### config.mk
export PLATFORM = sky130hd
export DESIGN_NAME = ps2_keyboard_rx
export DESIGN_NICKNAME = d
export VERILOG_FILES = /design/src/rtl/ps2_keyboard_rx.sv
export SDC_FILE = /design/constraint.sdc
export NUM_CORES = 1
export LEC_CHECK = 0
export CAP_MARGIN = 20
export CORE_MARGIN = 3
export CORE_UTILIZATION = 45
export CTS_BUF_LIST = sky130_fd_sc_hd__clkbuf_4
export DETAILED_ROUTE_END_ITERATION = 6
export HOLD_SLACK_MARGIN = 0.03
export PLACE_DENSITY = 0.64
export SYNTH_ARGS = -nofsm -noshare
export SYNTH_HDL_FRONTEND = slang
export SYNTH_SLANG_ARGS = --single-unit
### constraint.sdc
create_clock -name clk -period 4.7 [get_ports clk]
set_input_delay 0.94 -clock clk [delete_from_list [all_inputs] [get_ports clk]]
set_output_delay 0.94 -clock clk [all_outputs]
set_load 0.03 [all_outputs]
### src/rtl/ps2_keyboard_rx.sv
// ============================================================================
//  Module   : ps2_keyboard_rx
//  Brief    : PS/2 keyboard receiver; deglitches the ps2 clock, validates
//             frames and folds E0/F0 prefixes into make/break key events.
//             Optional event FIFO enabled by defining PS2_RX_FIFO_EN.
//  Revision : 1.0 - initial release
// ============================================================================
`default_nettype none

module ps2_keyboard_rx #(
  parameter int FILTER_LEN     = 8,
  parameter int TIMEOUT_CYCLES = 50000,
  parameter int FIFO_DEPTH     = 4
) (
  input  logic       clk,
  input  logic       n_reset,
  input  logic       ps2_clk,
  input  logic       ps2_data,
  output logic [7:0] scan_code,
  output logic       extended,
  output logic       released,
  output logic       code_valid,
  input  logic       code_ready,
  output logic       parity_err,
  output logic       frame_err
);

  localparam logic [1:0] S_IDLE   = 2'd0;
  localparam logic [1:0] S_DATA   = 2'd1;
  localparam logic [1:0] S_PARITY = 2'd2;
  localparam logic [1:0] S_STOP   = 2'd3;

  localparam int          WD_W     = (TIMEOUT_CYCLES > 2) ? $clog2(TIMEOUT_CYCLES) : 1;
  localparam logic [WD_W-1:0] WD_LAST  = WD_W'(TIMEOUT_CYCLES - 1);
  localparam logic [7:0]  FLT_LAST = 8'(FILTER_LEN - 1);

  logic            clk_s1_q, clk_s2_q, dat_s1_q, dat_s2_q;
  logic            filt_q, filt_d;
  logic [7:0]      fcnt_q, fcnt_d;
  logic [1:0]      state_q, state_d;
  logic [7:0]      shift_q, shift_d;
  logic [2:0]      bits_q, bits_d;
  logic            par_q, par_d;
  logic [WD_W-1:0] wd_q, wd_d;
  logic            ext_q, ext_d, rel_q, rel_d;
  logic            perr_d, ferr_d, drop;
  logic            byte_ok, push, fall;
  logic            perr_q, ferr_q;
  logic [9:0]      ev;

  // The level only flips after FILTER_LEN consecutive disagreeing samples.
  always_comb begin
    filt_d = filt_q;
    fcnt_d = '0;
    if (clk_s2_q != filt_q) begin
      if (fcnt_q == FLT_LAST) filt_d = ~filt_q;
      else                    fcnt_d = fcnt_q + 8'd1;
    end
  end

  assign fall = filt_q & ~filt_d;

  always_comb begin
    state_d = state_q;
    shift_d = shift_q;
    bits_d  = bits_q;
    par_d   = par_q;
    ext_d   = ext_q;
    rel_d   = rel_q;
    perr_d  = 1'b0;
    ferr_d  = 1'b0;
    byte_ok = 1'b0;
    push    = 1'b0;
    wd_d    = (fall || state_q == S_IDLE) ? '0 : wd_q + 1'b1;
    if (state_q != S_IDLE && !fall && wd_q == WD_LAST) begin
      state_d = S_IDLE;
      ferr_d  = 1'b1;
    end else if (fall) begin
      case (state_q)
        S_IDLE: if (!dat_s2_q) begin
          state_d = S_DATA;
          bits_d  = 3'd0;
        end
        S_DATA: begin
          shift_d = {dat_s2_q, shift_q[7:1]};
          bits_d  = bits_q + 3'd1;
          if (bits_q == 3'd7) state_d = S_PARITY;
        end
        S_PARITY: begin
          par_d   = dat_s2_q;
          state_d = S_STOP;
        end
        default: begin
          state_d = S_IDLE;
          if (!dat_s2_q)              ferr_d  = 1'b1;
          else if (~^{shift_q, par_q}) perr_d  = 1'b1;
          else                        byte_ok = 1'b1;
        end
      endcase
    end
    if (byte_ok) begin
      if (shift_q == 8'hE0)      ext_d = 1'b1;
      else if (shift_q == 8'hF0) rel_d = 1'b1;
      else begin
        push  = 1'b1;
        ext_d = 1'b0;
        rel_d = 1'b0;
      end
    end
  end

  assign ev = {ext_q, rel_q, shift_q};

  always_ff @(posedge clk or negedge n_reset) begin
    if (!n_reset) begin
      clk_s1_q <= 1'b1;
      clk_s2_q <= 1'b1;
      dat_s1_q <= 1'b1;
      dat_s2_q <= 1'b1;
      filt_q   <= 1'b1;
      fcnt_q   <= '0;
      state_q  <= S_IDLE;
      shift_q  <= '0;
      bits_q   <= '0;
      par_q    <= 1'b0;
      wd_q     <= '0;
      ext_q    <= 1'b0;
      rel_q    <= 1'b0;
      perr_q   <= 1'b0;
      ferr_q   <= 1'b0;
    end else begin
      clk_s1_q <= ps2_clk;
      clk_s2_q <= clk_s1_q;
      dat_s1_q <= ps2_data;
      dat_s2_q <= dat_s1_q;
      filt_q   <= filt_d;
      fcnt_q   <= fcnt_d;
      state_q  <= state_d;
      shift_q  <= shift_d;
      bits_q   <= bits_d;
      par_q    <= par_d;
      wd_q     <= wd_d;
      ext_q    <= ext_d;
      rel_q    <= rel_d;
      perr_q   <= perr_d;
      ferr_q   <= ferr_d | drop;
    end
  end

  assign parity_err = perr_q;
  assign frame_err  = ferr_q;

`ifdef PS2_RX_FIFO_EN
  localparam int AW = (FIFO_DEPTH > 1) ? $clog2(FIFO_DEPTH) : 1;

  logic [9:0]    mem_q [FIFO_DEPTH];
  logic [AW-1:0] rd_q, wr_q;
  logic [AW:0]   cnt_q;
  logic          pop, full, do_push;

  assign pop     = (cnt_q != '0) && code_ready;
  assign full    = (cnt_q == (AW+1)'(FIFO_DEPTH));
  // A pop in the same cycle frees the slot, so a push into a full FIFO still lands.
  assign do_push = push && (!full || pop);
  assign drop    = push && full && !pop;

  always_ff @(posedge clk or negedge n_reset) begin
    if (!n_reset) begin
      for (int i = 0; i < FIFO_DEPTH; i++) mem_q[i] <= '0;
      rd_q  <= '0;
      wr_q  <= '0;
      cnt_q <= '0;
    end else begin
      if (do_push) begin
        mem_q[wr_q] <= ev;
        wr_q        <= wr_q + 1'b1;
      end
      if (pop) rd_q <= rd_q + 1'b1;
      cnt_q <= cnt_q + (AW+1)'(do_push) - (AW+1)'(pop);
    end
  end

  assign code_valid                      = (cnt_q != '0);
  assign {extended, released, scan_code} = mem_q[rd_q];
`else
  logic [9:0] out_q;
  logic       valid_q;
  logic       unused_cfg;

  assign drop       = 1'b0;
  assign unused_cfg = code_ready ^ (FIFO_DEPTH == 0);

  always_ff @(posedge clk or negedge n_reset) begin
    if (!n_reset) begin
      out_q   <= '0;
      valid_q <= 1'b0;
    end else begin
      valid_q <= push;
      if (push) out_q <= ev;
    end
  end

  assign code_valid                      = valid_q;
  assign {extended, released, scan_code} = out_q;
`endif

endmodule

`default_nettype wire
### Word level (Yosys, flattened, before mapping)

Index checks and enable logic that the tools add are counted.

| operators by class | value |
|---|---|
| equality and inequality tests | 12 |
| add/sub/neg operators | 3 |
| multiplexer cells | 32 |
| reductions and logical operators | 16 |
| bitwise operators | 5 |

Operator list:

| cell | count |
|---|---|
| 1-bit 2-to-1 mux | 22 |
| 16-bit by 1-bit adder with 16-bit output (second input constant) | 1 |
| 16-bit equality test (second input constant) | 1 |
| 8-bit equality test (second input constant) | 2 |
| 16-bit 2-to-1 mux | 1 |
| 8-bit 2-to-1 mux | 2 |
| 3-bit AND reduction | 3 |
| 9-bit XNOR reduction | 1 |
| 8-bit by 1-bit adder with 8-bit output (second input constant) | 1 |
| 8-bit by 3-bit equality test with 1-bit output (second input constant) | 1 |
| 2-bit 2-to-1 mux | 4 |
| 2-bit case mux with 3 select lines | 1 |
| 3-bit case mux with 2 select lines | 1 |
| 2-bit nonzero test | 3 |
| 2-bit inequality test (second input constant) | 2 |
| 1-bit NOT | 4 |
| 2-bit AND reduction | 2 |
| 4-bit AND reduction | 1 |
| 3-bit by 1-bit adder with 3-bit output (second input constant) | 1 |
| 3-bit equality test (second input constant) | 1 |
| 3-bit 2-to-1 mux | 1 |
| 3-bit by 2-bit inequality test with 1-bit output (second input constant) | 1 |
| 3-bit inequality test (second input constant) | 1 |
| 3-bit OR reduction | 1 |
| 8 further kinds | 9 |

| storage, ports and cells | value |
|---|---|
| logic and storage cells | 85 |
| bits in registers | 58 |
| output and inout bits | 13 |

### Depth between registers and ports, before layout

Gate-level depths: netlist (run 1).

| depth | value |
|---|---|
| word-level depth | 10 |
| depth in mapped cells | 7 |
| gate-level depth less buffers | 6 |

### Worst setup path before layout (run 1)

Ideal clock, no wire load.

| path | value |
|---|---|
| path kind | register -> register |
| start | reg fcnt_q[4] |
| end | reg out_q[2] |
| arrival time | 1.973 ns |
| buffers on the path | 1 |
| library setup time | 0.125 ns |
| data required time | 4.575 ns |
| setup slack | 2.602 ns |
| cell stages (with the launch flop) | 7 |
| cells stage by stage | dfrtp_1 > or4_4 > nor3_4 > and4_4 > nand3_4 > buf_6 > mux2_4 |

| on the way | value |
|---|---|
| word-level cells in the longest chain between the ends | 10 |
| elaborated cells between the ends (all ways) | 11 |

Ends and longest elaborated chain:

| what | RTL line | text |
|---|---|---|
| start: declaration | 39 | `logic [7:0] fcnt_q, fcnt_d;` |
| start signal: assignment | 137 | `fcnt_q <= fcnt_d;` |
| 8-bit by 3-bit equality test with 1-bit output (*) | 56 | `if (fcnt_q == FLT_LAST) filt_d = ~filt_q;` |
| 1-bit 2-to-1 mux (*) | 56 |  |
| 1-bit 2-to-1 mux (*) | 55 | `if (clk_s2_q != filt_q) begin` |
| 1-bit NOT (*) | 61 | `assign fall = filt_q & ~filt_d;` |
| 1-bit AND (*) | 61 |  |
| 1-bit zero test | 75 | `if (state_q != S_IDLE && !fall && wd_q == WD_LAST) begin` |
| 1-bit logical AND (2 in series) | 75 |  |
| 1-bit 2-to-1 mux (*) | 75 |  |
| 1-bit 2-to-1 mux (*) | 101 | `if (byte_ok) begin` |
| end signal: assignment | 199 | `if (push) out_q <= ev;` |
| end: declaration | 186 | `logic [9:0] out_q;` |

Every way passes the cells marked *; elsewhere a longest branch is shown, timed or not.
A chain may end at the register's enable or synchronous reset.

### Final worst setup path (run 1)

| path | value |
|---|---|
| start | reg fcnt_q[4] |
| end | reg shift_q[2] |

| on the way | value |
|---|---|
| word-level cells in the longest chain between the ends | 10 |

Ends and longest elaborated chain:

| what | RTL line | text |
|---|---|---|
| 8-bit by 3-bit equality test with 1-bit output (*) | 56 |  |
| 1-bit 2-to-1 mux (*) | 56 |  |
| 1-bit 2-to-1 mux (*) | 55 |  |
| 1-bit NOT (*) | 61 |  |
| 1-bit AND (*) | 61 |  |
| 1-bit zero test | 75 |  |
| 1-bit logical AND (2 in series) | 75 |  |
| 1-bit NOT (no source line) | - |  |
| 3-bit AND reduction (no source line) (*) | - |  |
| end signal: assignment | 139 | `shift_q <= shift_d;` |
| end: declaration | 41 | `logic [7:0] shift_q, shift_d;` |

Marked as above.

==> metrics.md, run 1 <==
| Metric | Value |
|---|---|
| Status | `finished, final reports clean` |
| H-tree depth | `3` |
| Async set or reset register ratio after synthesis | `100.0%` |
| Layout cell share with drive strength beyond 1 | `18.39%` |
| WP data arrival | `2770 ps` |
| Fin Setup TNS | `0 ps` |
| Post-cts gate resize count | `0` |
| Initial antenna violation count | `0` |
| CTS sink cnt | `58` |
| Die area | `0.007034 sq mm` |
| Worst hold path type | `register to register` |
| Area growth syn-to-layout | `11.23%` |
| Area taken by multi-input logic gates | `around 0.0012 sq mm` |
| IO Port Bufs | `16` |
| Vias/cell | `between 5 and 6` |
| Grt ovf | `0` |
| Final Hold Fails | `0` |
| Final Max Tran Viols | `0` |
| Hold WS | `358.7 ps` |
| CTS root buf | `clkbuf_4` |
| Critical Path End Type | `register` |
| Residual DRC count | `0` |
| Cells after Synth | `about 240` |
| Die width | `between 80 and 90 um` |
| Clock-pin slew on the worst setup and hold paths | `~90 ps` |
| Worst clock skew | `9.168 ps` |
| Core Area | `0.005675 sq mm` |
| N_diodes | `0` |
| Vias | `1712` |
| Register area | `0.001458 sq mm` |
| Max VDD drop | `0.1567 mV` |
| Starting Density | `48.08%` |
| CP max FO | `12` |
| Reg power frac | `62.4%` |
| Num CTS Buffers | `9` |
| Synth Cell Area | `0.002729 sq mm` |
| EDFF count, synth | `0` |
| Max stage delay cell, worst path | `nor4b_4` |
| P_int | `0.6391 mW` |
| Tcrit/Tclk final | `roughly 53%` |
| Wirelength per Cell | `12.51 um` |
| CP peak stage delay | `roughly 600 ps` |
| Total Routing Usage GR | `13.73%` |
| Nets | `270` |
| Synthesized area per cell | `11.56 sq um` |
| Boundary pin count | `18` |
| CTS tree | `done` |
| Sw Share | `25.09%` |
| First-pass GRT wire length | `7679 um` |
| Clock power frac | `30.9%` |
| Post-CTS Setup Inserts | `0` |
| Post-synthesis sequential area ratio | `53.42%` |
| PwrDens | `281.1 mW/mm^2` |
| Critical path cell sequence | `or4_4 > nor4b_4 > nand2_1 > mux2_2` |
| Final setup vio count | `0` |
| Critical path class | `register to register` |
| Rel. slew slack | `52.19%` |
| Unrepaired setup endpoints after global routing | `false` |
| Unique masters post-synth | `45` |
| Total iterations of the first detailed-routing run | `4` |
| Final RePlAce weighted congestion | `0.8245` |
| Worst-Margin Slew | `717.2 ps` |
| Placed insts | `approximately 320` |
| Worst Path Buf+Inv | `0` |
| Commonest non-fill, non-tap cell in the layout | `dfrtp_1` |
| Commonest non-fill, non-tap cells in the layout | `53 x dfrtp_1, 27 x nor2_1, 18 x nand2_1, 15 x clkdlybuf4s50_1, 13 x xnor2_1` |
| Critical Path Source Type | `register` |
| Post-layout minimum cycle time | `between 2000 and 2500 ps` |
| Routed wire length | `4167 um` |
| Chip height | `83.87 um` |
| Sw Pwr | `0.2141 mW` |
| Critical Path RT | `4970 ps` |
| Filler cells | `between 400 and 500` |
| Starting DRT DRC Count | `67` |
| CTS Hold Bufs | `0` |
| Clock Tree Buf Depth | `2` |
| Max Clk Rate | `~400 MHz` |
| Fin cells | `333` |
| Ys Warns | `0` |
| Yosys reg bits | `between 50 and 60` |
| Cell family with most CP delay | `simple AND/OR/NAND/NOR gates` |
| Mapped Nets | `249` |
| # rows | `27` |
| Leakage | `around 1.4 nW` |
| Detail Route Antenna Nets | `0` |
| Largest net degree at the start of global routing | `59` |
| Max-capacitance violation count | `0` |
| Vias in the first global route | `~1700` |
| Latest clock arrival within the worst-skew pair | `slightly below 400 ps` |
| Synth Flop Type | `dfrtp_1` |
| Combinational Power Share | `under 10%` |
| HPWL Detailed | `2855 um` |
## final timing paths
kind / from / end / slack (ps) / depth (start not counted)
max: fcnt_q[4] / shift_q[2] / 2200 / 4
min: dat_s1_q / dat_s2_q / 360 / 0
max reg2reg: fcnt_q[4] / shift_q[2] / 2200 / 4
min reg2reg: dat_s1_q / dat_s2_q / 360 / 0
max in group asynchronous: n_reset / state_q[1] / 3530 / 2
min in group asynchronous: n_reset / out_q[8] / 670 / 2
## sequential cells by signal (all words and copies together) (netlist names)
| name | count |
|---|---|
| bits_q | 3 |
| clk_s1_q | 1 |
| clk_s2_q | 1 |
| code_valid | 1 |
| dat_s1_q | 1 |
| dat_s2_q | 1 |
| ext_q | 1 |
| fcnt_q | 8 |
| filt_q | 1 |
| frame_err | 1 |
| out_q | 10 |
| par_q | 1 |
| parity_err | 1 |
| rel_q | 1 |
| shift_q | 8 |
| state_q | 2 |
| wd_q | 16 |
## cell families (layout without fill, tap and decap cells)
family                     count (synthesis)  after routing  synth area share [%]
muxes                                     18             18                 8.391
buffers and inverters                     16             41                 2.659
xor gates and xnor gates                  25             25                 8.803
DFF                                       58             58                 53.42
adders and majority gates                  8              8                 3.668
and+or+nand+nor                           91             91                 18.48
AOI/OAI and AO/OA                         20             20                 4.585
## synth_stat cells (all sizes together), types with 2 or more instances
cell type,count,share of area (%)
buf,3,0.87
or2,3,0.69
xor2,10,3.2
and2,2,0.46
nor3,3,0.96
o21ai,6,1.1
dfrtp,53,49
nor2,27,3.7
ha,8,3.7
nand2b,2,0.46
or4,2,0.69
clkbuf,4,0.55
a211oi,2,0.55
xnor2,14,4.8
nand2,18,2.5
nand4,5,1.1
and3,4,0.92
nor3b,2,0.55
dfstp,5,4.8
nand3,10,2.3
and4,2,0.73
or3,3,0.69
a21oi,5,0.92
inv,9,1.2
mux2,18,8.4
nor2b,3,0.69
nor4,2,0.46
a31o,2,0.64
## power groups by stage
stage	sequential, mW	combinational (mW)	clock (mW)
2_1_floorplan	0.540	0.0416	0
3_3_place_gp	0.542	0.0596	0
3_5_place_dp	0.543	0.0590	0
4_1_cts	0.533	0.0595	0.279
5_1_grt	0.537	0.0657	0.307
6_report	0.532	0.0574	0.263
## routing by layer
layer  track usage (%)  vias up  part of all wire (%)
li1                  -      859                     -
met3             3.850        9                   3.8
met5                 0        -                     0
met1             19.20      819                    51
met4             7.456        0                   2.2
met2             19.16       25                    43
## through the flow
| stage | area (sq um) | utilization (%) | power [mW] | setup WS, ps |
|---|---|---|---|---|
| after global routing | 3035 | 53.48 | 0.9094 | 2003 |
| after global placement | 2943 | 51.85 | 0.6018 | 2225 |
| after CTS | 3035 | 53.48 | 0.8713 | 2186 |
| after detailed placement | 2943 | 51.85 | 0.6018 | 2229 |
| final | 3035 | 53.48 | 0.8532 | 2200 |
| after floorplan | 2729 | - | 0.5815 | 2602 |
## layout make-up
| class | instances | share of cell area (%) |
|---|---|---|
| Clock buffer | 9 | 2.226 |
| Sequential cell | 58 | 48.02 |
| Multi-Input combinational cell | 162 | 39.49 |
| Tap cell | 72 | 2.968 |
| Timing Repair Buffer | 17 | 5.359 |
| Clock inverter | 6 | 0.8244 |
| Inverter | 9 | 1.113 |
Note: power is estimated with default switching activity, not from simulation.
==> run 2: changes to the inputs <==
clock period = 2.48 ns   (was 4.7 ns; I/O delays follow)
==> metrics.md, run 2 (synthesis gave the netlist of run 1 again) <==
| Metric | Value |
|---|---|
| Final Max Tran Viols | `0` |
| Die width | `roughly 84 um` |
| Detail Route Antenna Nets | `0` |
| Final setup vio count | `0` |
| Tcrit/Tclk final | `89.78%` |
| Post-layout minimum cycle time | `2226 ps` |
| First-pass GRT wire length | `around 8000 um` |
| Num CTS Buffers | `9` |
| Wirelength per Cell | `13.07 um` |
| IO Port Bufs | `16` |
| Worst-Margin Slew | `710.6 ps` |
| Slack of the worst reg-to-reg path | `250 ps` |
| # rows | `27` |
| Final RePlAce weighted congestion | `0.7450` |
| Worst hold path type | `input port to async pin` |
| Residual DRC count | `0` |
| N_diodes | `0` |
| Max Clk Rate | `449.2 MHz` |
| Max VDD drop | `0.3284 mV` |
| Register area | `0.001458 sq mm` |
| Boundary pin count | `18` |
| Fin Setup TNS | `0 ps` |
| CP max FO | `13` |
| Largest regs | `wd_q: 16 flops, out_q: 10 flops` |
| Layout cell share with drive strength beyond 1 | `19.77%` |
| Filler cells | `slightly below 500` |
| Max reg flops | `16` |
| Routed wire length | `4380 um` |
| Commonest non-fill, non-tap cells in the layout | `53 x dfrtp_1, 27 x nor2_1, 18 x nand2_1, 15 x clkdlybuf4s50_1, 13 x xnor2_1` |
| Worst r2r src | `fcnt_q[4]` |
| CTS tree | `done` |
| Final Hold Fails | `0` |
| Unrepaired setup endpoints after global routing | `false` |
| Largest net degree at the start of global routing | `between 50 and 60` |
| CTS root buf | `clkbuf_4` |
| Vias/cell | `5.149` |
| Total iterations of the first detailed-routing run | `4` |
| Area growth syn-to-layout | `12.98%` |
| Post-CTS Setup Inserts | `0` |
| Critical Path RT | `roughly 2800 ps` |
| Chip height | `83.87 um` |
| WP data arrival | `2510 ps` |
| Core Area | `0.005675 sq mm` |
| Commonest non-fill, non-tap cell in the layout | `dfrtp_1` |
| Critical path class | `register to register` |
| Starting Density | `roughly 48%` |
| CTS sink cnt | `58` |
| Nets | `271` |
| Largest register by flop count | `wd_q` |
| Post-route setup slack | `253.6 ps` |
| H-tree depth | `3` |
| Starting DRT DRC Count | `98` |
| Worst clock skew | `~10 ps` |
| Area taken by multi-input logic gates | `0.001199 sq mm` |
| Length in cells of the worst reg-to-reg path | `5` |
| PwrDens | `575.4 mW/mm^2` |
| Grt ovf | `0` |
| Initial antenna violation count | `0` |
| Vias | `1725` |
| Reg2reg end | `out_q[8]` |
| CTS Hold Bufs | `0` |
| Max-capacitance violation count | `0` |
| DP Worst Slack | `about 250 ps` |
| Total Routing Usage GR | `14.15%` |
| Vias in the first global route | `1692` |
| Status | `finished, final reports clean` |
| Critical Path End Type | `register` |
| Die area | `about 0.0070 sq mm` |
| Clock-pin slew on the worst setup and hold paths | `100 ps` |
| Post-cts gate resize count | `0` |
| Total power draw | `1.774 mW` |
| Leakage | `1.374 nW` |
| Rel. slew slack | `52.63%` |
| Critical Path Source Type | `register` |
| Latest clock arrival within the worst-skew pair | `400 ps` |
| Clock Tree Buf Depth | `2` |
| HPWL Detailed | `2956 um` |
run 2: worst max-delay path, stage by stage, from the launching register on:
cell     delay [ps]
dfrtp_1         430
or4_4           590
nor3_4          240
and4_4          290
nand3_4         200
mux2_4          360
run 2: layout make-up:
| cell class | count | area share [%] |
|---|---|---|
| timing repair buffer | 18 | 5.519 |
| sequential | 58 | 47.28 |
| clock buffer | 10 | 2.435 |
| tap | 72 | 2.922 |
| clock inverter | 6 | 1.867 |
| inverter | 9 | 1.096 |
| multi-input combinational | 162 | 38.88 |
run 2: how the worst max path moves through the flow:
stage | startpoint | end | slack, ps | cells after the start
global placement | fcnt_q[4] | out_q[8] | 300 | 5
floorplan | fcnt_q[4] | out_q[2] | 380 | 6
CTS | fcnt_q[4] | out_q[8] | 230 | 5
global route | fcnt_q[4] | out_q[6] | 130 | 5
detailed placement | fcnt_q[4] | out_q[2] | 250 | 5
finish | fcnt_q[4] | out_q[8] | 250 | 5
run 2: per-layer routing:
layer | vias to the layer above | GRT usage, % | routed length (um)
li1 | 851 | - | -
met1 | 839 | 18.43 | 2177
met2 | 31 | 20.61 | 1956
met3 | 4 | 7.108 | 194
met4 | 0 | 4.386 | 51
met5 | - | 0 | 0
run 2: report_power, final:
part           switching (mW)  total [mW]  internal (mW)
clock network           0.343       0.653          0.310
registers              0.0275        1.01          0.983
logic                  0.0658       0.111         0.0449
total                   0.436        1.77           1.34
run 2: through the flow:
step | instance area (sq um) | hold slack, ps | utilization [%] | instances
global placement | 2950 | 346.0 | 51.98 | 319
finish | 3083 | 228.2 | 54.32 | 335
global route | 3083 | 263.2 | 54.32 | 335
CTS | 3083 | 240.0 | 54.32 | 335
floorplan | 2729 | 200.4 | - | 236
detailed placement | 2950 | 346.8 | 51.98 | 319
